$ cat src/rtl/program_sequencer.sv
// Program sequencer for the 4-bit microprocessor: program counter, next-address
// selection for jumps/branches, and a 4-deep hardware return stack.
module program_sequencer (
    input  logic       clk,
    input  logic       sync_reset,
    input  logic       jmp,
    input  logic       jmp_nz,
    input  logic       call,
    input  logic       ret,
    input  logic       hold,
    input  logic [7:0] jump_addr,
    input  logic       r_eq_0,
    output logic [7:0] pm_addr,
    output logic [7:0] pc,
    output logic [2:0] stack_depth,
    output logic       stack_err,
    output logic [7:0] from_PS
);

    localparam logic [2:0] STACK_FULL = 3'd4;

    logic [7:0] stack_mem [4];
    logic [7:0] pc_inc;
    logic [1:0] top_idx;
    logic       stack_empty;
    logic       stack_full;
    logic       do_push;
    logic       do_pop;
    logic       set_err;

    assign pc_inc      = pc + 8'd1;
    assign top_idx     = stack_depth[1:0] - 2'd1;
    assign stack_empty = (stack_depth == 3'd0);
    assign stack_full  = (stack_depth == STACK_FULL);
    assign from_PS     = pc;

    // Priority chain: a winning control masks every lower one, stack effects included.
    always_comb begin
        pm_addr = pc_inc;
        do_push = 1'b0;
        do_pop  = 1'b0;
        set_err = 1'b0;
        if (sync_reset) begin
            pm_addr = 8'h00;
        end else if (hold) begin
            pm_addr = pc;
        end else if (ret) begin
            if (stack_empty) begin
                pm_addr = pc_inc;
                set_err = 1'b1;
            end else begin
                pm_addr = stack_mem[top_idx];
                do_pop  = 1'b1;
            end
        end else if (call) begin
            pm_addr = jump_addr;
            if (stack_full) begin
                set_err = 1'b1;
            end else begin
                do_push = 1'b1;
            end
        end else if (jmp) begin
            pm_addr = jump_addr;
        end else if (jmp_nz && !r_eq_0) begin
            pm_addr = jump_addr;
        end
    end

    always_ff @(posedge clk) begin
        if (sync_reset) begin
            pc          <= 8'h00;
            stack_depth <= 3'd0;
            stack_err   <= 1'b0;
        end else begin
            pc <= pm_addr;
            if (do_push) begin
                stack_depth <= stack_depth + 3'd1;
            end else if (do_pop) begin
                stack_depth <= stack_depth - 3'd1;
            end
            if (set_err) begin
                stack_err <= 1'b1;
            end
        end
    end

    // Entries need no reset; depth alone decides which ones are meaningful.
    always_ff @(posedge clk) begin
        if (do_push) begin
            stack_mem[stack_depth[1:0]] <= pc_inc;
        end
    end

endmodule

$ cat config.mk
export PLATFORM = sky130hd
export DESIGN_NAME = program_sequencer
export DESIGN_NICKNAME = d
export VERILOG_FILES = /design/src/rtl/program_sequencer.sv
export SDC_FILE = /design/constraint.sdc
export NUM_CORES = 1
export LEC_CHECK = 0
export CORE_AREA = 2 2 74 76
export DETAILED_ROUTE_END_ITERATION = 16
export DIE_AREA = 0 0 76 78
export GPL_TIMING_DRIVEN = 0
export MAX_ROUTING_LAYER = met4
export PLACE_DENSITY = 0.74
export SYNTH_ARGS = -nofsm -noshare
export SYNTH_HDL_FRONTEND = slang
export SYNTH_SLANG_ARGS = --single-unit
$ cat constraint.sdc
create_clock -name clk -period 2.2 [get_ports clk]
set_input_delay 0.44 -clock clk [delete_from_list [all_inputs] [get_ports clk]]
set_output_delay 0.44 -clock clk [all_outputs]
set_load 0.02 [all_outputs]
# == Word level (Yosys, flattened, before mapping) ==
# Memories as Yosys holds them, arrays and structs flattened.
# Cells that the tools add are included.
# classes
add_sub_neg,4
multipliers,0
n_div,0
n_lt_le_gt_ge,0
eq_ne,1
n_shift,0
muxes,26
bitwise,0
n_reduce_logical,4
# op_table
operator,count
2-to-1 mux 8 bit,7
2-to-1 mux 1 bit,17
"adder 8 x 1 -> 8 bit, second input constant",1
2-to-1 mux 3 bit,2
"adder 3 x 1 -> 3 bit, second input constant",1
"equality test 3 bit, second input constant",1
zero test 3 bit,1
"subtractor 3 x 1 -> 3 bit, second input constant",1
nonzero test 2 bit,1
"subtractor 2 x 1 -> 2 bit, second input constant",1
logical AND 1 bit,1
zero test 1 bit,1
# word_totals
regBits,12
latchBits,0
mem_bits_rw,32
mem_bits_ro,0
inputBits,16
out_inout_bits,28
mem_count,1
# memory_table
name,depth,word_bits,rd,rd_ports_with_merged_regs,wr,line,rtl
stack_mem,4,8,1,0,1,22,logic [7:0] stack_mem [4];

# == Longest topological paths before layout ==
# depth
word_depth,8
ltp_mapped,11
ltp_nobuf,10

# == Worst setup path after synthesis ==
# Ideal clock, no wire load.
# synth_path
path_type,reg-to-output
startpoint,register stack_depth[0]
endpoint,output port pm_addr[5]
arrival_time_ns,2.270
path_slack_ns,-0.510
path_stages_with_launch,9
n_path_buf,2
path_cell_list,dfxtp_1 buf_6 inv_1 ha_1 buf_2 mux4_2 a21o_1 o31ai_1 a2111oi_2
# synth_between
elab_chain_len,6
elab_cells_between_ends,7
classes_between,1 x add/sub; 4 x mux; 1 x reduce/logical; 1 x memory
# synth_rtl
item,line,rtl
"start, declared",15,"output logic [2:0] stack_depth,"
"start signal, assigned",77,stack_depth <= stack_depth + 3'd1;
"start signal, assigned",79,stack_depth <= stack_depth - 3'd1;
subtractor 2 x 1 -> 2 bit,32,assign top_idx = stack_depth[1:0] - 2'd1;
named net top_idx[0],24,logic [1:0] top_idx;
memory read (4 x 8 bit),-,
2-to-1 mux 8 bit,48,if (stack_empty) begin
2-to-1 mux 8 bit,47,end else if (ret) begin
2-to-1 mux 8 bit,45,end else if (hold) begin
2-to-1 mux 8 bit,43,if (sync_reset) begin
"end, declared",13,"output logic [7:0] pm_addr,"
# The timed path passes the listed nets, and every way through them passes these cells.

# == Worst setup path after layout ==
# layout_path
startpoint,register stack_depth[1]
endpoint,output port pm_addr[6]
# layout_between
elab_chain_len,6
elab_cells_between_ends,7
classes_between,1 x add/sub; 4 x mux; 1 x reduce/logical; 1 x memory
# layout_rtl
item,line
subtractor 2 x 1 -> 2 bit,32
memory read (4 x 8 bit),-
2-to-1 mux 8 bit (*),48
2-to-1 mux 8 bit (*),47
2-to-1 mux 8 bit (*),45
2-to-1 mux 8 bit (*),43
# Mark *: on every way between the ends. The rest lies on a longest branch, timed or not.

==> impl_metrics.json <==
{
  "outcome": "finished with violations",
  "failed_checks": "negative setup slack",
  "antenna_found_initial": 0,
  "remaining_drc_errors": 0,
  "vias": 1933,
  "synth_area_mm2": 0.002337,
  "die_area_mm2": 0.005928,
  "numPortBuffers": 43,
  "dpl.hpwl_mm": 3.950,
  "rsz0062_at_grt": "yes",
  "initial_core_util": 0.4635,
  "cts_tree": "done",
  "hold_path.class": "reg -> reg",
  "wl_per_cell_um": 18.73,
  "synth_fp_nets": 208,
  "power_density_mw_per_mm2": 634.7,
  "setup_viol": 9,
  "synth_top_area_share": 0.4111,
  "drive_gt1_frac": 0.4508,
  "ys_types": 51,
  "hold_viol": 0,
  "drtPass1Iterations": 7,
  "numCtsBuffers": 5,
  "dieHeight_um": 78,
  "grt_overflow": 0,
  "dieWidth_um": 76,
  "nets": 285,
  "min_period_ns": 2.518,
  "cts_max_path_buffers": 2,
  "grt_pass1_vias": 1923,
  "reg2reg_slack_ns": -0.05,
  "yosysTopAreaCell": "edfxtp_1",
  "power_uw": 2212,
  "relSlewSlack": 0.7037,
  "fp-row-count": 26,
  "io_pins": 44,
  "crit_fanout": 6,
  "max_freq_ghz": 0.3972,
  "synth.most_common_cell": "edfxtp_1",
  "fin_cells": 334,
  "path_clk_slew_ns": 0.09,
  "dp_cells": 299,
  "worstSkewPairLatency_ns": 0.30,
  "synthFlopType": "edfxtp_1",
  "grt_pass1_wl_mm": 9.887,
  "start_kind": "register",
  "antenna_left": 0,
  "leakagePower_uw": 0.001290,
  "tightestPinTransition_ns": 0.4412,
  "async_reset_ff_frac": 0,
  "wl_mm": 6.256,
  "syn2layout_area_growth_pct": 49.14,
  "period_share": 1.144,
  "synth_seq_area_share": 0.5139,
  "track_usage": 0.2213,
  "syn_area_per_cell_um2": 12.57,
  "cts.sink_count": 44,
  "ys_warn_count": 0,
  "htree_num_levels": 2,
  "layout_setup_ws_ns": -0.3175,
  "synth_top_cells_by_area": "edfxtp_1 (41%), dfxtp_1 (10%), mux4_2 (6.7%), ha_1 (3.2%), buf_4 (2.9%)",
  "slew_viol_final": 0,
  "grt_max_degree": 16,
  "synth-edff-count": 32,
  "worstPathRequired_ns": 1.76,
  "antenna_cells": 0,
  "critPathCaptureType": "primary output",
  "netlist_instances": 186,
  "yosys-top-cells-count": "edfxtp_1 (32), dfxtp_1 (12), inv_1 (11)",
  "skew_ns": 0.006745,
  "synth-seq-cells": 44,
  "core_mm2": 0.005042,
  "path_class": "reg -> out",
  "drv_cap": 0,
  "initialDrtViolationCount": 108,
  "ir_worst_vdd_mv": 0.4121,
  "arrival_ns": 2.08,
  "cts-root-buf": "clkbuf_8",
  "post_drt_via_cell_ratio": 5.787,
  "gp_congestion": 0.8122
}
-- path summary, 6_finish.rpt --
check                 startpoint          to  cells past startpoint
setup / recovery  stack_depth[1]  pm_addr[6]                      7
hold / removal         stack_err   stack_err                      2
setup reg to reg  stack_depth[0]  from_PS[1]                     11
hold reg to reg        stack_err   stack_err                      2
-- placed cells by master (no fill, tap or decap), types with 3 or more instances in the layout --
cell type        instances
nand3_2                  3
inv_1                    9
mux2i_1                  3
mux4_2                   7
clkdlybuf4s50_1         30
a221oi_2                 6
nand3_1                  6
clkbuf_8                 5
a31oi_1                  3
buf_4                   37
and3_1                   6
dfxtp_1                  6
dlymetal6s2s_1           3
a21oi_1                  3
xnor2_1                  3
dfxtp_4                  5
edfxtp_1                32
ha_1                     4
nor2_1                   6
nor3_1                   3
buf_6                    8
-- worst max-delay path, stage by stage (launching register included) --
cell and delay (ns):
dfxtp_4 0.39, inv_4 0.05, ha_4 0.31, buf_6 0.13
mux4_2 0.34, a221oi_4 0.30, a221oi_2 0.09, buf_4 0.17
-- area by class of cell --
cell class,count,area (µm²)
fillers,363,1556
multi-input cells,113,1239
flip-flops and latches,44,1221
repair buffers,72,675.6
plain buffers,15,115.1
well taps,70,87.58
clock buffers,5,68.82
inverters,12,55.05
clock inverters,3,23.77
-- stage by stage --
step           setup WS (ns)  hold WS [ns]  instance area, µm²    util  TNS [ns]
2_1_floorplan       -0.04577        0.5765                2437       -  -0.04577
3_3_place_gp         -0.9959        0.4652                2955  0.5861    -11.70
3_5_place_dp         -0.9916        0.4764                2955  0.5861    -12.07
4_1_cts              -0.3561        0.4947                3263  0.6471    -2.330
5_1_grt              -0.3814        0.5428                3486  0.6913    -2.722
6_report             -0.3175        0.4918                3486  0.6913    -2.075
-- layer usage --
metal	GRT usage	vias to the layer above	share of wire
met1	0.2626	959	0.42
li1	-	888	-
met2	0.3813	71	0.51
met5	-	-	0
met3	0.04767	15	0.056
met4	0.06727	0	0.017
-- cell families after synthesis --
group / share of synthesized area
xor gates and xnor gates: 0.01874
DFF: 0.5139
and+or+nand+nor: 0.1146
buffers and inverters: 0.06905
muxes: 0.08030
AOI/OAI and AO/OA: 0.1713
adders and majority gates: 0.03212
-- flip-flops by register name, summed over array words and instances (netlist names) --
| signal | flops |
|---|---|
| stack_err | 1 |
| stack_mem | 32 |
| from_PS | 8 |
| stack_depth | 3 |
-- report_power, final --
part	internal, µW	switching (µW)
registers	925	37.0
clock network	225	301
logic	367	356
total	1520	695
-- timing repair --
| item | in CTS | in global routing |
|---|---|---|
| setup endpoints to repair | 9 | 10 |
| resized for setup | 73 | 33 |
| setup buffers | 17 | 13 |
| pin swaps | 12 | 11 |
| hold buffers | 0 | 0 |
Power figures use the tool's default switching activity.
